File: config.mk
export PLATFORM = sky130hd
export DESIGN_NAME = pipe_addsub
export DESIGN_NICKNAME = d
export VERILOG_FILES = /design/src/rtl/pipe_addsub.sv
export SDC_FILE = /design/constraint.sdc
export NUM_CORES = 1
export LEC_CHECK = 0
export BUFFER_PORTS_ARGS = -buffer_cell sky130_fd_sc_hd__clkbuf_2
export CAP_MARGIN = 40
export CORE_MARGIN = 2
export CORE_UTILIZATION = 45
export CTS_CLUSTER_SIZE = 10
export DETAILED_ROUTE_END_ITERATION = 10
export SLEW_MARGIN = 20
export SYNTH_ARGS = -nofsm -noshare
export SYNTH_HDL_FRONTEND = slang
export SYNTH_SLANG_ARGS = --single-unit
File: constraint.sdc
create_clock -name clk -period 3.85 [get_ports clk]
set_input_delay 0.5775 -clock clk [delete_from_list [all_inputs] [get_ports clk]]
set_output_delay 0.5775 -clock clk [all_outputs]
set_load 0.005 [all_outputs]
File: src/rtl/pipe_addsub.sv
// ---------------------------------------------------------------------------
// pipe_addsub
//   Pipelined integer adder/subtractor for the ALU ADD/SUB/SLT paths.
//   The WIDTH-bit carry chain is cut into STAGES equal chunks; stage k
//   resolves chunk k using the carry registered by stage k-1 (stage 0 takes
//   `sub` as carry-in). Unresolved operand chunks and already-resolved sum
//   chunks travel alongside each entry (skewed pipeline). The whole pipeline
//   advances together and freezes on backpressure, so results stay in order.
//
// Parameters
//   WIDTH   operand/result width (must be a multiple of STAGES)
//   STAGES  number of pipeline stages = latency in cycles
//
// Ports
//   clk        rising-edge clock
//   rst        synchronous, active-high reset
//   in_valid   operands valid this cycle
//   in_ready   block accepts operands this cycle (combinational from out_ready)
//   a, b       operands
//   sub        0: a+b, 1: a-b (computed as a + ~b + 1)
//   out_valid  result valid
//   out_ready  consumer accepts result
//   sum        result (modulo 2^WIDTH, or saturated, see below)
//   cout       carry out of MSB (for subtraction, 1 = no borrow)
//   ovf        signed overflow
//
// Configuration
//   PIPE_ADDSUB_SAT_EN  when defined, sum is clamped to the signed limit on
//                       overflow (0x7FF..F if a was non-negative, 0x800..0
//                       otherwise). Latency, handshake, cout and ovf are
//                       unaffected. When undefined, sum is the raw result.
// ---------------------------------------------------------------------------
module pipe_addsub #(
    parameter int WIDTH  = 32,
    parameter int STAGES = 4
) (
    input  logic             clk,
    input  logic             rst,
    input  logic             in_valid,
    output logic             in_ready,
    input  logic [WIDTH-1:0] a,
    input  logic [WIDTH-1:0] b,
    input  logic             sub,
    output logic             out_valid,
    input  logic             out_ready,
    output logic [WIDTH-1:0] sum,
    output logic             cout,
    output logic             ovf
);

    localparam int CHUNK = WIDTH / STAGES;
    localparam int MSB   = WIDTH - 1;

    generate
        if (STAGES < 1 || (WIDTH % STAGES) != 0) begin : g_bad_cfg
            $error("pipe_addsub: WIDTH must be a non-zero multiple of STAGES");
        end
    endgenerate

    // Per-stage registers; index k holds the state leaving stage k.
    // b_q carries the already-conditioned operand B' (b or ~b).
    logic             v_q [STAGES];
    logic             c_q [STAGES];
    logic [WIDTH-1:0] a_q [STAGES];
    logic [WIDTH-1:0] b_q [STAGES];
    logic [WIDTH-1:0] s_q [STAGES];

    logic             v_d [STAGES];
    logic             c_d [STAGES];
    logic [WIDTH-1:0] a_d [STAGES];
    logic [WIDTH-1:0] b_d [STAGES];
    logic [WIDTH-1:0] s_d [STAGES];

    logic advance;

    // Only the last-stage valid can block: an empty output slot or a taking
    // consumer lets every stage shift at once.
    assign advance  = !v_q[STAGES-1] || out_ready;
    assign in_ready = advance;

    always_comb begin
        logic [WIDTH-1:0] src_a;
        logic [WIDTH-1:0] src_b;
        logic [WIDTH-1:0] src_s;
        logic             src_c;
        logic             src_v;
        logic [CHUNK:0]   part;
        // NOTE: every combinational output gets a default before any branch,
        // so no path leaves a variable unassigned and no latch is inferred.
        src_a = '0;
        src_b = '0;
        src_s = '0;
        src_c = 1'b0;
        src_v = 1'b0;
        part  = '0;
        for (int k = 0; k < STAGES; k++) begin
            v_d[k] = 1'b0;
            c_d[k] = 1'b0;
            a_d[k] = '0;
            b_d[k] = '0;
            s_d[k] = '0;
        end

        for (int k = 0; k < STAGES; k++) begin
            if (k == 0) begin
                src_a = a;
                src_b = sub ? ~b : b;
                src_s = '0;
                src_c = sub;
                src_v = in_valid;
            end else begin
                src_a = a_q[k-1];
                src_b = b_q[k-1];
                src_s = s_q[k-1];
                src_c = c_q[k-1];
                src_v = v_q[k-1];
            end
            part = {1'b0, src_a[k*CHUNK +: CHUNK]}
                 + {1'b0, src_b[k*CHUNK +: CHUNK]}
                 + {{CHUNK{1'b0}}, src_c};
            v_d[k] = src_v;
            c_d[k] = part[CHUNK];
            a_d[k] = src_a;
            b_d[k] = src_b;
            s_d[k] = src_s;
            s_d[k][k*CHUNK +: CHUNK] = part[CHUNK-1:0];
        end
    end

    // NOTE: the datapath registers are reset along with the valids because
    // sum/cout/ovf must read zero right after reset, not just be ignored.
    always_ff @(posedge clk) begin
        if (rst) begin
            for (int k = 0; k < STAGES; k++) begin
                v_q[k] <= 1'b0;
                c_q[k] <= 1'b0;
                a_q[k] <= '0;
                b_q[k] <= '0;
                s_q[k] <= '0;
            end
        end else if (advance) begin
            // NOTE: state is updated with non-blocking assignments so every
            // stage reads its predecessor's old value, giving a true shift.
            for (int k = 0; k < STAGES; k++) begin
                v_q[k] <= v_d[k];
                c_q[k] <= c_d[k];
                a_q[k] <= a_d[k];
                b_q[k] <= b_d[k];
                s_q[k] <= s_d[k];
            end
        end
    end

    assign out_valid = v_q[STAGES-1];
    assign cout      = c_q[STAGES-1];
    // Operands of equal sign whose result flips sign have overflowed.
    assign ovf       = (a_q[STAGES-1][MSB] == b_q[STAGES-1][MSB]) &&
                       (s_q[STAGES-1][MSB] != a_q[STAGES-1][MSB]);

`ifdef PIPE_ADDSUB_SAT_EN
    always_comb begin
        sum = s_q[STAGES-1];
        if (ovf) begin
            sum = a_q[STAGES-1][MSB] ? {1'b1, {(WIDTH-1){1'b0}}}
                                     : {1'b0, {(WIDTH-1){1'b1}}};
        end
    end
`else
    assign sum = s_q[STAGES-1];
`endif

endmodule

==> reports/metrics.csv, run 1 <==
stage,metric,value,unit
detailed_routing,antenna-violating nets left,0,
detailed_routing,routed via count,4500,
layout,Multi-input gate area,2590,sq um
sta,Rel. slew slack,33.8,%
setup_path,slowest CP cell,buf_4,
setup_path,CP Buf/Inv Count,2,
sta,period utilization,62.8,%
die,die height,140,um
die,die area,19600,sq um
detailed_routing,drt initial violations,254,
clock_tree,H-tree level count,4,
synth,Seq cells post-synth,186,
setup_path,number of cells on the critical path,9,
flow_run,Max Cap Viol,0,
synth,register area share after synthesis,67.0,%
setup_path,"critical path fanouts, max",20,
place,DP Area,9150,sq um
sta,slew at the pin closest to its max-slew limit,0.994,ns
status,status,finished with violations,
layout,post-route cell area,9730,sq um
layout,FF+latch area,5590,sq um
grt,Overflow after GRT,0,
power_and_ir_drop,Worst VDD drop,275,uV
layout,Fillers,1511,
clock_tree,cts bufs inserted,17,
die,core area,18100,sq um
worst_hold_path,worst hold path type,primary input to flop,
synth,post-synthesis cell type count,51,
power_and_ir_drop,pwr dens,467,nW/um^2
sta,Max Fclk,0.414,GHz
synth,Synthesized Nets,697,
place,port bufs,104,
setup_path,critical path capture point type,flop,
setup_path,critical path data arrival time,2.57,ns
setup_path,CP most frequent cell,o21a_1,
grt,vias in the first global route,4524,
status,failing checks,DRC,
layout,"most common cell after layout, fill and taps aside",edfxtp_1,
layout,Area Overhead vs Synth,16.8,%
clock_tree,later-pin clock latency in the skew report,0.43,ns
die,Die W,140,um
synth,Post-synth top flop,edfxtp_1,
synth,number of synthesized flops with an enable pin,186,
grt,initial antenna violation count,0,
setup_path,CP top delay family,buffers and inverters,
layout,n_diodes,0,
setup_path,worst reg2reg path depth,8,
sta,Setup TNS Final,0,ns
detailed_routing,DRT Pass-1 Iters,9,
setup_path,Worst Path Required,4.00,ns
detailed_routing,DRC,4,
grt,largest net degree at the start of global routing,187,
layout,"commonest cells after routing, fill and taps aside","edfxtp_1, and2_1, clkbuf_2",
clock_tree,Max clock buf depth,2,
clock_tree,post-CTS resize count,0,
layout,net count reported at finish,804,
clock_tree,"Clk pin slew, worst setup/hold paths",0.07,ns
die,Rows,49,
detailed_routing,post-DR wirelength/cell,13.8,um
detailed_routing,vias per std cell,4.78,
clock_tree,Clock Sinks,186,
die,Initial Util,46.1,%
synth,share of flip-flops with an asynchronous set or reset,0,%
die,I/O Pins,105,
setup_path,Crit Path Class,primary input to flop,
synth,"Avg Cell Area, Syn",14.1,sq um
clock_tree,post-CTS setup buffers,0,
synth,Synth warnings,0,
grt,global-route wire length before repair,21300,um
sta,Tmin final,2.42,ns
synth,post-synthesis cell count,593,
grt,GRT Resource Usage Total,13.9,%
detailed_routing,Total Wirelength,13000,um
clock_tree,cts hold-fix bufs,0,
setup_path,crit-path max cell delay,0.42,ns
worst_hold_path,WHS Path Cells,2,
power_and_ir_drop,Leak,0.00416,uW
clock_tree,Clock Root Buffer,clkbuf_16,
setup_path,startpoint types,primary input,
setup_path,worst-path cell chain,"clkbuf_2, buf_4, xor2_1, ha_1, o21a_1, o31a_1, o21a_1, nor3_1, nor3b_2",
place,GPL Wtd Cong,0.901,
sta,# setup viols final,0,
synth,post-synthesis cell area,8340,sq um
sta,final hold violation count,0,
sta,unrepaired setup endpoints after global routing,no,
clock_tree,CTS tree,done,
sta,Final Skew,0.00840,ns
sta,final-report max-slew violation count,0,
place,HPWL Detailed,8500,um
layout,layout cells sized above 1,22.1,%
==> kinds of logic (layout without fill, tap and decap cells) <==
family / Yosys count / in the layout / share of synthesized area (%)
buffers and inverters: 42 / 161 / 2.09
AOI/OAI and AO/OA: 56 / 56 / 4.53
DFF: 186 / 186 / 67.0
and+or+nand+nor: 228 / 228 / 15.6
adders and majority gates: 35 / 35 / 5.88
muxes: 2 / 2 / 0.285
xor gates and xnor gates: 44 / 44 / 4.62
==> synth_stat cells (7+ instances only) <==
cell | count | area share [%]
a21oi_1 | 12 | 0.72
ha_1 | 28 | 4.2
edfxtp_1 | 186 | 67
nand3_1 | 8 | 0.48
and2_1 | 130 | 9.8
xnor2_1 | 29 | 3.0
nand2_1 | 8 | 0.36
o21ai_0 | 12 | 0.72
fa_1 | 7 | 1.7
inv_1 | 17 | 0.77
buf_2 | 8 | 0.48
clkbuf_1 | 9 | 0.41
nor2_1 | 54 | 2.4
xor2_1 | 15 | 1.6
==> path summary, 6_finish.rpt <==
path | slack, ns | endpoint | from
setup / recovery | 1.43 | s_q[0][6]$_SDFFCE_PN0P_ | sub
hold / removal | 0.42 | a_q[0][11]$_SDFFCE_PN0P_ | a[11]
setup reg to reg | 1.59 | c_q[3]$_DFFE_PP_ | a_q[2][24]$_SDFFCE_PN0P_
hold reg to reg | 0.52 | s_q[3][18]$_SDFFCE_PN0P_ | s_q[2][18]$_SDFFCE_PN0P_
==> flip-flops by register name (all words and copies together) (netlist names) <==
name and cells:
s_q 80, a_q 49, b_q 49, c_q 4, v_q 4
==> worst reg2reg max path, stage by stage (launching register included) <==
cell and delay, ns:
edfxtp_1 0.39, fa_1 0.48, inv_1 0.09, fa_1 0.18, and2b_1 0.20, o21ai_1 0.16
a21boi_0 0.18, o211ai_1 0.21, a21oi_1 0.09
==> layer usage <==
layer / vias to the layer above / global-route usage (%) / part of all wire, %
met5: - / 0 / 0
li1: 2287 / - / -
met4: 0 / 4.94 / 1.3
met1: 2106 / 16.3 / 42
met2: 90 / 24.1 / 52
met3: 17 / 4.48 / 5.1
==> final cells by class <==
type	count	area share, %
clock inverter	14	1.67
multi-input combinational	365	26.6
sequential	186	57.4
clock buffer	17	4.37
tap	229	2.94
inverter	17	0.656
timing repair buffer	113	6.38
==> power by group <==
part           internal (uW)  switching (uW)  total [uW]  leakage, uW
sequential              2390            37.0        2420      0.00221
clock                    969             765        1730     0.000269
combinational            191             202         393      0.00168
==> metrics by stage <==
step	setup slack, ns	cells	total power (uW)	hold WS (ns)	utilization, %
after floorplan	0.418	593	2730	0.497	-
after global placement	1.09	909	2840	0.499	50.4
after detailed placement	0.961	910	2870	0.503	50.6
after CTS	1.41	941	4610	0.404	53.8
after global routing	1.30	941	4750	0.408	53.8
final	1.43	941	4550	0.419	53.8
(Power assumes the default switching activity.)
==> run 2, diff against run 1 <==
--- a/config.mk
+++ b/config.mk
@@ -5,12 +5,14 @@
 export SDC_FILE = /design/constraint.sdc
 export NUM_CORES = 1
 export LEC_CHECK = 0
+export ABC_AREA = 1
 export BUFFER_PORTS_ARGS = -buffer_cell sky130_fd_sc_hd__clkbuf_2
 export CAP_MARGIN = 40
 export CORE_MARGIN = 2
 export CORE_UTILIZATION = 45
 export CTS_CLUSTER_SIZE = 10
 export DETAILED_ROUTE_END_ITERATION = 10
+export PLACE_DENSITY = 0.67
 export SLEW_MARGIN = 20
 export SYNTH_ARGS = -nofsm -noshare
 export SYNTH_HDL_FRONTEND = slang
==> constraint.sdc (replaced) <==
create_clock -name clk -period 1.99 [get_ports clk]
set_input_delay 0.2985 -clock clk [delete_from_list [all_inputs] [get_ports clk]]
set_output_delay 0.2985 -clock clk [all_outputs]
set_load 0.005 [all_outputs]
==> reports/metrics.csv, run 2 <==
stage,metric,value,unit,change
sta,final hold violation count,0,,unchanged
layout,Largest regs,"s_q (80), a_q (49), b_q (49)",,unchanged
synth,Post-synth top flop,edfxtp_1,,unchanged
setup_path,Crit Path Class,flop to flop,,was primary input to flop
die,core area,18800,sq um,was 18100 sq um
setup_path,crit-path max cell delay,0.42,ns,about the same
setup_path,worst-path cell chain,"fa_2, fa_2, nand3_1, nand2_1, a21oi_2, nand2_1, nand2_1, nor2_1",,"was clkbuf_2, buf_4, xor2_1, ha_1, o21a_1, o31a_1, o21a_1, nor3_1, nor3b_2"
clock_tree,CTS tree,done,,unchanged
detailed_routing,vias per std cell,4.31,,was 4.78
layout,layout cells sized above 1,17.9,%,was 22.1%
layout,"commonest cells after routing, fill and taps aside","edfxtp_1, inv_1, nor2_1",,"was edfxtp_1, and2_1, clkbuf_2"
setup_path,crit path from,a_q[0][8]$_SDFFCE_PN0P_,,was sub
place,GPL Wtd Cong,0.853,,was 0.901
layout,post-route cell area,10100,sq um,was 9730 sq um
layout,Area Overhead vs Synth,15.5,%,was 16.8%
worst_hold_path,worst hold path type,primary input to flop,,unchanged
setup_path,startpoint types,flop,,was primary input
status,status,"complete, no violations",,was finished with violations
synth,post-synthesis cell count,799,,was 593
layout,max reg flops,80,,unchanged
synth,Seq cells post-synth,186,,unchanged
die,Initial Util,46.3,%,was 46.1%
sta,final-report max-slew violation count,0,,unchanged
sta,slew at the pin closest to its max-slew limit,0.511,ns,was 0.994 ns
detailed_routing,drt initial violations,273,,was 254
detailed_routing,routed via count,5108,,was 4500
sta,period utilization,96.8,%,
synth,number of synthesized flops with an enable pin,186,,unchanged
grt,initial antenna violation count,0,,unchanged
clock_tree,post-CTS setup buffers,0,,unchanged
clock_tree,Max clock buf depth,2,,unchanged
sta,Max Fclk,0.519,GHz,
clock_tree,cts bufs inserted,17,,unchanged
layout,n_diodes,0,,unchanged
setup_path,worst r2r src,a_q[0][8]$_SDFFCE_PN0P_,,was a_q[2][24]$_SDFFCE_PN0P_
clock_tree,Clock Sinks,186,,unchanged
clock_tree,Clock Root Buffer,clkbuf_16,,unchanged
power_and_ir_drop,pwr dens,871,nW/um^2,was 467 nW/um^2
detailed_routing,antenna-violating nets left,0,,unchanged
grt,global-route wire length before repair,22600,um,was 21300 um
grt,Overflow after GRT,0,,unchanged
die,die height,143,um,was 140 um
synth,register area share after synthesis,64.1,%,was 67.0%
setup_path,slowest CP cell,fa_2,,was buf_4
clock_tree,cts hold-fix bufs,0,,unchanged
sta,unrepaired setup endpoints after global routing,no,,unchanged
grt,GRT Resource Usage Total,14.2,%,was 13.9%
synth,Yosys top cell by area,edfxtp_1,,unchanged
place,HPWL Detailed,9160,um,was 8500 um
synth,post-synthesis cell area,8720,sq um,was 8340 sq um
setup_path,CP most frequent cell,nand2_1,,was o21a_1
grt,vias in the first global route,4914,,was 4524
clock_tree,H-tree level count,4,,unchanged
power_and_ir_drop,Leak,0.00470,uW,was 0.00416 uW
place,pre-CTS setup slack,-0.0440,ns,was 0.961 ns
die,die area,20500,sq um,was 19600 sq um
synth,Synthesized Nets,903,,was 697
synth,post-synthesis cell type count,22,,was 51
power_and_ir_drop,total power draw,8770,uW,was 4550 uW
sta,Final Skew,0.00824,ns,was 0.00840 ns
layout,"most common cell after layout, fill and taps aside",edfxtp_1,,unchanged
synth,"count leader, synth",edfxtp_1,,unchanged
detailed_routing,post-DR wirelength/cell,11.4,um,was 13.8 um
place,port bufs,104,,unchanged
synth,most instantiated cells after synthesis,"edfxtp_1, inv_1, nor2_1",,"was edfxtp_1, and2_1, nor2_1"
synth,Synth warnings,0,,unchanged
die,Rows,50,,was 49
sta,Final Worst Setup Slack,0.0628,ns,was 1.43 ns
sta,WHS,0.168,ns,was 0.419 ns
setup_path,critical path capture point type,flop,,unchanged
layout,largest reg by FF count,s_q,,unchanged
layout,net count reported at finish,1016,,was 804
synth,"Avg Cell Area, Syn",10.9,sq um,was 14.1 sq um
synth,largest cells by area after synthesis,"edfxtp_1, inv_1, nor2_1, ha_1, nand2_1",,"was edfxtp_1, and2_1, ha_1, xnor2_1, nor2_1"
detailed_routing,Total Wirelength,13600,um,was 13000 um
setup_path,"critical path fanouts, max",3,,was 20
clock_tree,"Clk pin slew, worst setup/hold paths",0.07,ns,about the same
die,Die W,143,um,was 140 um
synth,share of flip-flops with an asynchronous set or reset,0,%,unchanged
worst_hold_path,hold wc startpoint,a[17],,was a[11]
clock_tree,later-pin clock latency in the skew report,0.43,ns,about the same
flow_run,Max Cap Viol,0,,unchanged
sta,Rel. slew slack,66.0,%,was 33.8%
setup_path,critical path data arrival time,2.11,ns,was 2.57 ns
sta,Tmin final,1.93,ns,
detailed_routing,DRC,0,,was 4
synth,area share of the leading cell type in the synthesized netlist,64.1,%,was 67.0%
place,DP Area,9500,sq um,was 9150 sq um
die,I/O Pins,105,,unchanged
setup_path,Worst Path Required,2.18,ns,was 4.00 ns
grt,largest net degree at the start of global routing,77,,was 187
detailed_routing,DRT Pass-1 Iters,5,,was 9
sta,# setup viols final,0,,unchanged
power_and_ir_drop,Worst VDD drop,607,uV,was 275 uV
==> run 2: cell types whose count changed in the layout (fill, tap and decap cells not counted), moves of 6 or more <==
cell	previous run	this run
nand3_1	8	14
nor3_1	6	0
nand2_1	8	67
nor2_1	54	177
a21oi_1	12	41
inv_1	17	185
and2_1	130	3
xor2_1	15	6
==> run 2: logic make-up (layout without fill, tap and decap cells) <==
kind of cell,after synthesis,in the layout,synth area share [%]
flops,186,186,64.1
buf+inv,212,337,11.0
fa+ha+maj,35,35,5.63
compound gates,62,62,3.73
xor+xnor,31,31,3.12
simple gates,273,273,12.5
==> run 2: path summary, 6_finish.rpt <==
kind	endpoint	slack (ns)	cells past startpoint
max	s_q[1][14]$_SDFFCE_PN0P_	0.06	8
min reg2reg	s_q[2][10]$_SDFFCE_PN0P_	0.54	2
min	a_q[0][17]$_SDFFCE_PN0P_	0.17	3
max reg2reg	s_q[1][14]$_SDFFCE_PN0P_	0.06	8
==> run 2: repair_timing <==
item / CTS / global route
resized for setup: 2 / 4
gates cloned: 0 / 0
endpoints found under the setup margin: 1 / 6
==> run 2: layer usage <==
layer / global-route usage [%] / part of all wire, % / vias up
li1: - / - / 2736
met1: 18.7 / 47 / 2263
met2: 22.9 / 47 / 93
met3: 3.76 / 3.9 / 16
met4: 4.79 / 1.4 / 0
met5: 0 / 0 / -
==> run 2: power by group <==
group          internal (uW)  switching [uW]  total [uW]
Combinational            374             522         896
Clock                   1720            1420        3140
Sequential              4640            90.4        4730
==> run 2: through the flow <==
stage,std cells,util (%),setup TNS (ns)
after floorplan,799,-,-114.35
after global placement,1153,50.5,0
after detailed placement,1153,50.5,-0.0471
after CTS,1184,53.4,0
after global routing,1184,53.5,0
final,1184,53.5,0
==> run 2: final cells by class <==
class                           count  area, sq um
Fill cell                        1622         8760
Sequential cell                   186         5590
Multi-Input combinational cell    401         2220
Inverter                          188          706
Timing Repair Buffer              118          688
Clock buffer                       17          425
Tap cell                          260          325
Clock inverter                     14          124
==> run 2: critical path, delay by kind of cell, from the launching register on <==
kind            cells  cell delay, ns
fa+ha+maj           2            0.78
simple gates        5            0.35
compound gates      1            0.16
flops               1            0.40
